`src/rtl/mc_control_unit_pkg.sv`:
```
// Shared encodings for the multicycle MIPS control unit:
// FSM states, opcode/funct values and ALU operation codes.
package mc_control_unit_pkg;

    // FSM state encoding
    localparam logic [3:0] S_FETCH   = 4'd0;
    localparam logic [3:0] S_DECODE  = 4'd1;
    localparam logic [3:0] S_MEMADR  = 4'd2;
    localparam logic [3:0] S_MEMRD   = 4'd3;
    localparam logic [3:0] S_MEMWB   = 4'd4;
    localparam logic [3:0] S_MEMWR   = 4'd5;
    localparam logic [3:0] S_EXECUTE = 4'd6;
    localparam logic [3:0] S_ALUWB   = 4'd7;
    localparam logic [3:0] S_BEQ     = 4'd8;
    localparam logic [3:0] S_ADDIEX  = 4'd9;
    localparam logic [3:0] S_ADDIWB  = 4'd10;
    localparam logic [3:0] S_JUMP    = 4'd11;

    // Opcodes (Instr[31:26])
    localparam logic [5:0] OP_RTYPE = 6'b000000;
    localparam logic [5:0] OP_LW    = 6'b100011;
    localparam logic [5:0] OP_SW    = 6'b101011;
    localparam logic [5:0] OP_BEQ   = 6'b000100;
    localparam logic [5:0] OP_ADDI  = 6'b001000;
    localparam logic [5:0] OP_J     = 6'b000010;

    // R-type funct codes (Instr[5:0])
    localparam logic [5:0] F_ADD = 6'b100000;
    localparam logic [5:0] F_SUB = 6'b100010;
    localparam logic [5:0] F_AND = 6'b100100;
    localparam logic [5:0] F_OR  = 6'b100101;
    localparam logic [5:0] F_SLT = 6'b101010;

    // ALU operation codes
    localparam logic [2:0] ALU_AND = 3'b000;
    localparam logic [2:0] ALU_OR  = 3'b001;
    localparam logic [2:0] ALU_ADD = 3'b010;
    localparam logic [2:0] ALU_SUB = 3'b110;
    localparam logic [2:0] ALU_SLT = 3'b111;

    // Operand-B and next-PC selects
    localparam logic [1:0] SRCB_REG  = 2'b00;
    localparam logic [1:0] SRCB_FOUR = 2'b01;
    localparam logic [1:0] SRCB_IMM  = 2'b10;
    localparam logic [1:0] SRCB_BOFS = 2'b11;
    localparam logic [1:0] PC_ALU    = 2'b00;
    localparam logic [1:0] PC_BR     = 2'b01;
    localparam logic [1:0] PC_JMP    = 2'b10;

endpackage

```
`src/rtl/mc_control_unit_alu_decoder.sv`:
```
// Funct-to-ALU operation decode for R-type instructions.
// Unknown funct codes fall back to add and raise illegal_o.
module alu_decoder
    import mc_control_unit_pkg::*;
(
    input  logic [5:0] funct_i,
    output logic [2:0] alu_ctrl_o,
    output logic       illegal_o
);

    // Pure lookup; add is the safe default for unsupported functs
    always_comb begin
        alu_ctrl_o = ALU_ADD;
        illegal_o  = 1'b0;
        case (funct_i)
            F_ADD:   alu_ctrl_o = ALU_ADD;
            F_SUB:   alu_ctrl_o = ALU_SUB;
            F_AND:   alu_ctrl_o = ALU_AND;
            F_OR:    alu_ctrl_o = ALU_OR;
            F_SLT:   alu_ctrl_o = ALU_SLT;
            default: illegal_o  = 1'b1;
        endcase
    end

endmodule

```
`src/rtl/mc_control_unit.sv`:
```
// Multicycle MIPS-subset control unit: Moore FSM, sticky
// illegal flag and retired-instruction counter.
module mc_control_unit
    import mc_control_unit_pkg::*;
#(
    parameter int CNT_W = 32
) (
    input  logic             CLK,
    input  logic             Reset,
    input  logic [5:0]       Op,
    input  logic [5:0]       Funct,
    input  logic             Zero,
    input  logic             MemReady,
    output logic             IorD,
    output logic             IRWrite,
    output logic             MemWrite,
    output logic             RegWrite,
    output logic             RegDst,
    output logic             MemtoReg,
    output logic             ALUSrcA,
    output logic [1:0]       ALUSrcB,
    output logic [1:0]       PCSrc,
    output logic [2:0]       ALUControl,
    output logic             PCEn,
    output logic             MemReq,
    output logic             Illegal,
    output logic [CNT_W-1:0] InstrCount
);

    logic [3:0]       state_q, state_d;
    logic [CNT_W-1:0] cnt_q, cnt_d;
    logic             ill_q, ill_d;

    logic       iord_c, irw_c, mw_c, rw_c, rd_c, m2r_c, asa_c;
    logic [1:0] asb_c, pcs_c;
    logic [2:0] alu_c;
    logic       pcen_c, mreq_c;
    logic       retire_c, op_bad_c, fn_bad_c;

    logic [2:0] dec_alu;
    logic       dec_ill;

    alu_decoder u_alu_dec (
        .funct_i    (Funct),
        .alu_ctrl_o (dec_alu),
        .illegal_o  (dec_ill)
    );

    // Next state and per-state datapath controls
    always_comb begin
        state_d  = S_FETCH;
        iord_c   = 1'b0;
        irw_c    = 1'b0;
        mw_c     = 1'b0;
        rw_c     = 1'b0;
        rd_c     = 1'b0;
        m2r_c    = 1'b0;
        asa_c    = 1'b0;
        asb_c    = SRCB_REG;
        pcs_c    = PC_ALU;
        alu_c    = ALU_AND;
        pcen_c   = 1'b0;
        mreq_c   = 1'b0;
        retire_c = 1'b0;
        op_bad_c = 1'b0;
        fn_bad_c = 1'b0;
        case (state_q)
            S_FETCH: begin
                mreq_c  = 1'b1;
                asb_c   = SRCB_FOUR;
                alu_c   = ALU_ADD;
                irw_c   = MemReady;
                pcen_c  = MemReady;
                state_d = MemReady ? S_DECODE : S_FETCH;
            end
            S_DECODE: begin
                asb_c = SRCB_BOFS;
                alu_c = ALU_ADD;
                case (Op)
                    OP_LW, OP_SW: state_d = S_MEMADR;
                    OP_RTYPE:     state_d = S_EXECUTE;
                    OP_BEQ:       state_d = S_BEQ;
                    OP_ADDI:      state_d = S_ADDIEX;
                    OP_J:         state_d = S_JUMP;
                    default: begin
                        state_d  = S_FETCH;
                        op_bad_c = 1'b1;
                    end
                endcase
            end
            S_MEMADR: begin
                asa_c   = 1'b1;
                asb_c   = SRCB_IMM;
                alu_c   = ALU_ADD;
                state_d = (Op == OP_LW) ? S_MEMRD : S_MEMWR;
            end
            S_MEMRD: begin
                iord_c  = 1'b1;
                mreq_c  = 1'b1;
                state_d = MemReady ? S_MEMWB : S_MEMRD;
            end
            S_MEMWB: begin
                m2r_c    = 1'b1;
                rw_c     = 1'b1;
                retire_c = 1'b1;
            end
            S_MEMWR: begin
                iord_c   = 1'b1;
                mreq_c   = 1'b1;
                mw_c     = MemReady;
                retire_c = MemReady;
                state_d  = MemReady ? S_FETCH : S_MEMWR;
            end
            S_EXECUTE: begin
                asa_c    = 1'b1;
                alu_c    = dec_alu;
                fn_bad_c = dec_ill;
                state_d  = S_ALUWB;
            end
            S_ALUWB: begin
                rd_c     = 1'b1;
                rw_c     = 1'b1;
                retire_c = 1'b1;
            end
            S_BEQ: begin
                asa_c    = 1'b1;
                alu_c    = ALU_SUB;
                pcs_c    = PC_BR;
                pcen_c   = Zero;
                retire_c = 1'b1;
            end
            S_ADDIEX: begin
                asa_c   = 1'b1;
                asb_c   = SRCB_IMM;
                alu_c   = ALU_ADD;
                state_d = S_ADDIWB;
            end
            S_ADDIWB: begin
                rw_c     = 1'b1;
                retire_c = 1'b1;
            end
            S_JUMP: begin
                pcs_c    = PC_JMP;
                pcen_c   = 1'b1;
                retire_c = 1'b1;
            end
            default: state_d = S_FETCH;
        endcase
    end

    // Sticky illegal flag and wrapping retire counter
    always_comb begin
        ill_d = ill_q | op_bad_c | fn_bad_c;
        cnt_d = retire_c ? cnt_q + CNT_W'(1) : cnt_q;
    end

    // State registers; reset abandons any instruction in flight
    always_ff @(posedge CLK or negedge Reset) begin
        if (!Reset) begin
            state_q <= S_FETCH;
            cnt_q   <= '0;
            ill_q   <= 1'b0;
        end else begin
            state_q <= state_d;
            cnt_q   <= cnt_d;
            ill_q   <= ill_d;
        end
    end

    // Write strobes and memory request are held off while in reset
    assign IRWrite    = irw_c & Reset;
    assign PCEn       = pcen_c & Reset;
    assign MemWrite   = mw_c & Reset;
    assign RegWrite   = rw_c & Reset;
    assign MemReq     = mreq_c & Reset;
    assign IorD       = iord_c;
    assign RegDst     = rd_c;
    assign MemtoReg   = m2r_c;
    assign ALUSrcA    = asa_c;
    assign ALUSrcB    = asb_c;
    assign PCSrc      = pcs_c;
    assign ALUControl = alu_c;
    assign Illegal    = ill_q;
    assign InstrCount = cnt_q;

endmodule

```
`config.mk`:
```
export PLATFORM = sky130hd
export DESIGN_NAME = mc_control_unit
export DESIGN_NICKNAME = d
export VERILOG_FILES = /design/src/rtl/mc_control_unit_pkg.sv /design/src/rtl/mc_control_unit_alu_decoder.sv /design/src/rtl/mc_control_unit.sv
export SDC_FILE = /design/constraint.sdc
export NUM_CORES = 1
export LEC_CHECK = 0
export ABC_AREA = 1
export CORE_MARGIN = 3
export CORE_UTILIZATION = 40
export DETAILED_ROUTE_END_ITERATION = 8
export PLACE_DENSITY = 0.66
export SLEW_MARGIN = 5
export SYNTH_ARGS = -nofsm -noshare
export SYNTH_HDL_FRONTEND = slang
export SYNTH_SLANG_ARGS = --single-unit
```
`constraint.sdc`:
```
create_clock -name CLK -period 3.35 [get_ports CLK]
set_clock_uncertainty 0.15 [all_clocks]
set_input_delay 0.5025 -clock CLK [delete_from_list [all_inputs] [get_ports CLK]]
set_output_delay 0.5025 -clock CLK [all_outputs]
set_load 0.005 [all_outputs]
```
Word level (Yosys, flattened, before mapping)
Index checks and enable logic that the tools add are counted.
W data, S select, Z words.
Storage, ports and cells
  memory bits (read-only): 0
  latch bits: 0
  input port bits: 16
  memories: 0
  register bits: 37
  memory bits (writable): 0
  logic and storage cells: 68
Cells by class
  bitwise logic cells: 7
  muxes and demuxes: 24
  multipliers: 0
  reduce and logical (&&, ||, !) cells: 12
  add/sub/neg operators: 1
  magnitude comparators: 0
  shift-type cells: 0
  eq/ne operators: 21
  div/mod/pow operators: 0
Operators by type and width (count)
  $eq A6 B6 Y1 const B: 7
  $add A32 B1 Y32 const B: 1
  $pmux W4 S7: 1
  $pmux W4 S5: 1
  $eq A4 B3 Y1 const B: 4
  $eq A4 B4 Y1 const B: 4
  $mux W1: 13
  $pmux W3 S4: 1
  $reduce_or A5 Y1: 2
  $mux W3: 3
  $pmux W3 S3: 1
  $eq A4 B2 Y1 const B: 2
  $reduce_or A4 Y1: 2
  $eq A6 B2 Y1 const B: 1
  $eq A6 B3 Y1 const B: 1
  $eq A6 B4 Y1 const B: 1
  $logic_not A6 Y1: 1
  $pmux W2 S3: 1
  $reduce_or A2 Y1: 3
  $reduce_or A3 Y1: 2
  $reduce_or A6 Y1: 1
  $and A1 B1 Y1: 5
  $eq A4 B1 Y1 const B: 1
  $logic_not A4 Y1: 1
  4 further kinds: 5

Depth between registers and ports, before layout
  depth after elaboration: 6
  mapped depth: 10

Modules after synthesis
Synthesis repeated with hierarchy kept, for this count alone.
Unflattened totals
  cells, all modules: 470
  area, all modules: 2870.3 sq um
Modules (own cells, without submodules)
  mc_control_unit: sequential area each 925.9 sq um, area an instance 2761.4 sq um, cells an instance 446, times used 1
  alu_decoder: sequential area each 0.0 sq um, area an instance 108.9 sq um, cells an instance 24, times used 1

Worst setup path after synthesis
No wires, ideal clock.
  kind: reg-to-output
  start: reg state_q[0]
  end: out ALUControl[0]
  cell stages (with the launch flop): 6
  path slack: 1.658 ns
  path buffers: 0
  data arrival time: 1.040 ns
  path through: dfrtp_1 > inv_1 > nand2_1 > nor2_1 > inv_1 > a21oi_1
Between the ends
  cells in the longest elaborated chain, start to end: 3
RTL lines
  from (decl): RTL line mc_control_unit.sv:30  | logic [3:0] state_q, state_d;
  from (signal assigned): RTL line mc_control_unit.sv:164  | state_q <= state_d;
  $eq A4 B1 Y1 (tied with other cells): RTL line mc_control_unit.sv:67  | case (state_q)
  $reduce_or A4 Y1 (no source line)
  $pmux W3 S3 (*): RTL line mc_control_unit.sv:67
  to (decl): RTL line mc_control_unit.sv:23  | output logic [2:0] ALUControl,
Every way passes the cells marked *; elsewhere a longest branch is shown, timed or not.

Final worst setup path
Ends and elaborated chain as after synthesis.

==> impl_metrics.toml <==
[run_status]
status = "completed"

[clock_network]
cts_resized = 0
cts.hold.buffers_added = 1
cts_setup_buffers = 0
cts_root_buf = "clkbuf_8"
cts.sinks = 37
insertion_delay_ns = 0.29
cts_tree = "built"
cts_made_buffers = 5
clk_pin_slew_ns = 0.07
htree_levels = 2
clock_path_buffers = 2

[timing]
fin_crit_ns = 2.74
fin_crit_sh_pct = 81.7
slew_violations = 0
finalSetupViolCount = 0
rsz0062_at_grt = "false"
fin_hold_ws_ns = 0.327
max-slew-margin-rel_pct = 68.5
fin_tns_setup_ns = 0
final_hold_viol_count = 0
max_freq_mhz = 365
worst_pin_slew_ns = 0.473
fin_ws_ns = 0.613

[drt]
met2_wirelength_mm = 3.35
wl_met3_um = 401
routed.top_layer = "met4"
drc = 0
wirelength_mm = 7.43
num_vias = 2954
avgViaCountPerCell = 4.92
drt_pass1_iterations = 4
wl_met1_mm = 3.60
drt_iter0_drc = 121
wl_per_cell_um = 12.4
ant_nets = 0

[finish]
final_area_sq_um = 3540
finalCoreUtilization_pct = 54.5
area_delta_synth_final_pct = 28.4
n_antenna_cell = 0
drive_gt1_share_pct = 5.54
layout.nets = 540
finalNonFillerCells = 600

[global_routing]
grt_pass1_vias = 2825
grt_pass1_wl_mm = 12.7
grt.overflow.total = 0
track_usage_pct = 20.3
grt_max_degree = 44
antenna_found_initial = 0

[yosys]
synth_area_sq_um = 2760
synth_area_per_cell_sq_um = 6.04
synth_fp_nets = 473
async_flop_share_pct = 100
netlist_instances = 456
synth-edff-count = 0
ys_ff_latch = 37
synth.area.top_cells = "dfrtp_1 (34%), nand2_1 (26%), nor2_1 (10%), inv_1 (6.5%), nand3_1 (4.4%)"
synth_ff_type = "dfrtp_1"
seq_area_frac_synth_pct = 33.6
synth.most_common_cell = "nand2_1"
yosys_warnings = 0
yosysUniqueCellTypes = 25
synth_common_cells = "nand2_1 (194), nor2_1 (77), inv_1 (48), dfrtp_1 (37), nand3_1 (24)"
synth_top_area_share_pct = 33.6
yosysTopAreaCell = "dfrtp_1"

[pwr]
vdd_ir_drop_max_v = 0.000140
internal-power_mw = 0.810
p_seq_share_pct = 43.2
p_clk_share_pct = 26.7
p_total_mw = 1.21
p_per_area_nw_per_um2 = 343
netSwitchingFraction_pct = 33.2
leakage_nw = 1.63
comb_power_share_pct = 30.0
p_sw_mw = 0.402

[placement]
dp_hpwl_mm = 5.82
dpl_cell_area_sq_um = 3440
dp_cells = 592
place_congestion = 0.864
preCtsSetupSlack_ns = 0.710
io_buffers = 64

[floorplanning]
dieWidth_um = 89.0
design.core.area_sq_um = 6490
die_h_um = 89.0
rows = 29
start_util_pct = 42.4
io_pins = 65
design.die.area_sq_um = 7920

[worst_setup_path]
critical_path_class = "reg2out"
cp_max_fo = 6
crit_path_start_kind = "flop"
crit_path_end_kind = "output pin"
cp.arrival_ns = 2.08
required_ns = 2.70

[job]
drv_cap = 0

[min_path]
hp-class = "reg2reg"
state kept, by name, indices dropped and copies added, names as in the netlist:
register,count
state_q,4
Illegal,1
InstrCount,32
path summary, 6_finish.rpt:
kind / startpoint / endpoint / slack [ns] / depth (start not counted)
max: state_q[0] / ALUControl[0] / 0.61 / 6
min: Illegal / Illegal / 0.33 / 1
max reg2reg: state_q[1] / InstrCount[16] / 1.36 / 8
min reg2reg: Illegal / Illegal / 0.33 / 1
max in group asynchronous: Reset / InstrCount[14] / 1.97 / 3
min in group asynchronous: Reset / state_q[0] / 0.42 / 2
power groups by stage:
stage,sequential [mW],combinational [mW],clock (mW)
2_1_floorplan,0.528,0.210,0
3_3_place_gp,0.531,0.362,0
3_5_place_dp,0.533,0.365,0
4_1_cts,0.525,0.369,0.333
5_1_grt,0.531,0.412,0.351
6_report,0.524,0.364,0.324
cell type report:
cell class | count | area [sq um]
inverter | 52 | 198
tap | 77 | 96.3
timing repair buffer | 66 | 653
fill | 672 | 2960
clock buffer | 7 | 86.3
sequential | 37 | 926
multi-input combinational | 361 | 1580
kinds of logic after synthesis:
| kind of cell | after synthesis | share of synthesized area (%) |
|---|---|---|
| AND/OR/NAND/NOR | 328 | 49.3 |
| flip-flops | 37 | 33.6 |
| XOR/XNOR | 11 | 3.50 |
| buffers and inverters | 58 | 9.12 |
| AO/OA/AOI/OAI | 21 | 4.04 |
| adder cells (fa/ha/maj) | 1 | 0.454 |
worst max-delay path, cell delays in order (launching register included):
cell,delay (ns)
dfrtp_1,0.42
inv_1,0.12
nand2_1,0.12
nor2_1,0.37
inv_1,0.12
a21oi_1,0.13
clkdlybuf4s50_1,0.51
cells in the final DEF, fill, tap and decap left out, types with 3 or more instances in the layout:
cell type	n
a21oi_1	4
clkbuf_8	6
clkdlybuf4s50_1	63
dfrtp_1	37
inv_1	48
inv_2	3
nand2_1	194
nand2_2	5
nand3_1	24
nand3b_1	6
nand4_1	5
nor2_1	77
nor2_2	8
nor3_1	6
o21ai_0	5
o21ai_1	9
xor2_1	10
routing by layer:
metal  vias up  GRT usage (%)
met5         -              0
met4         0           4.87
met3         9           3.96
met2        86           33.3
met1      1325           27.8
li1       1534              -
Power figures use the tool's default switching activity.
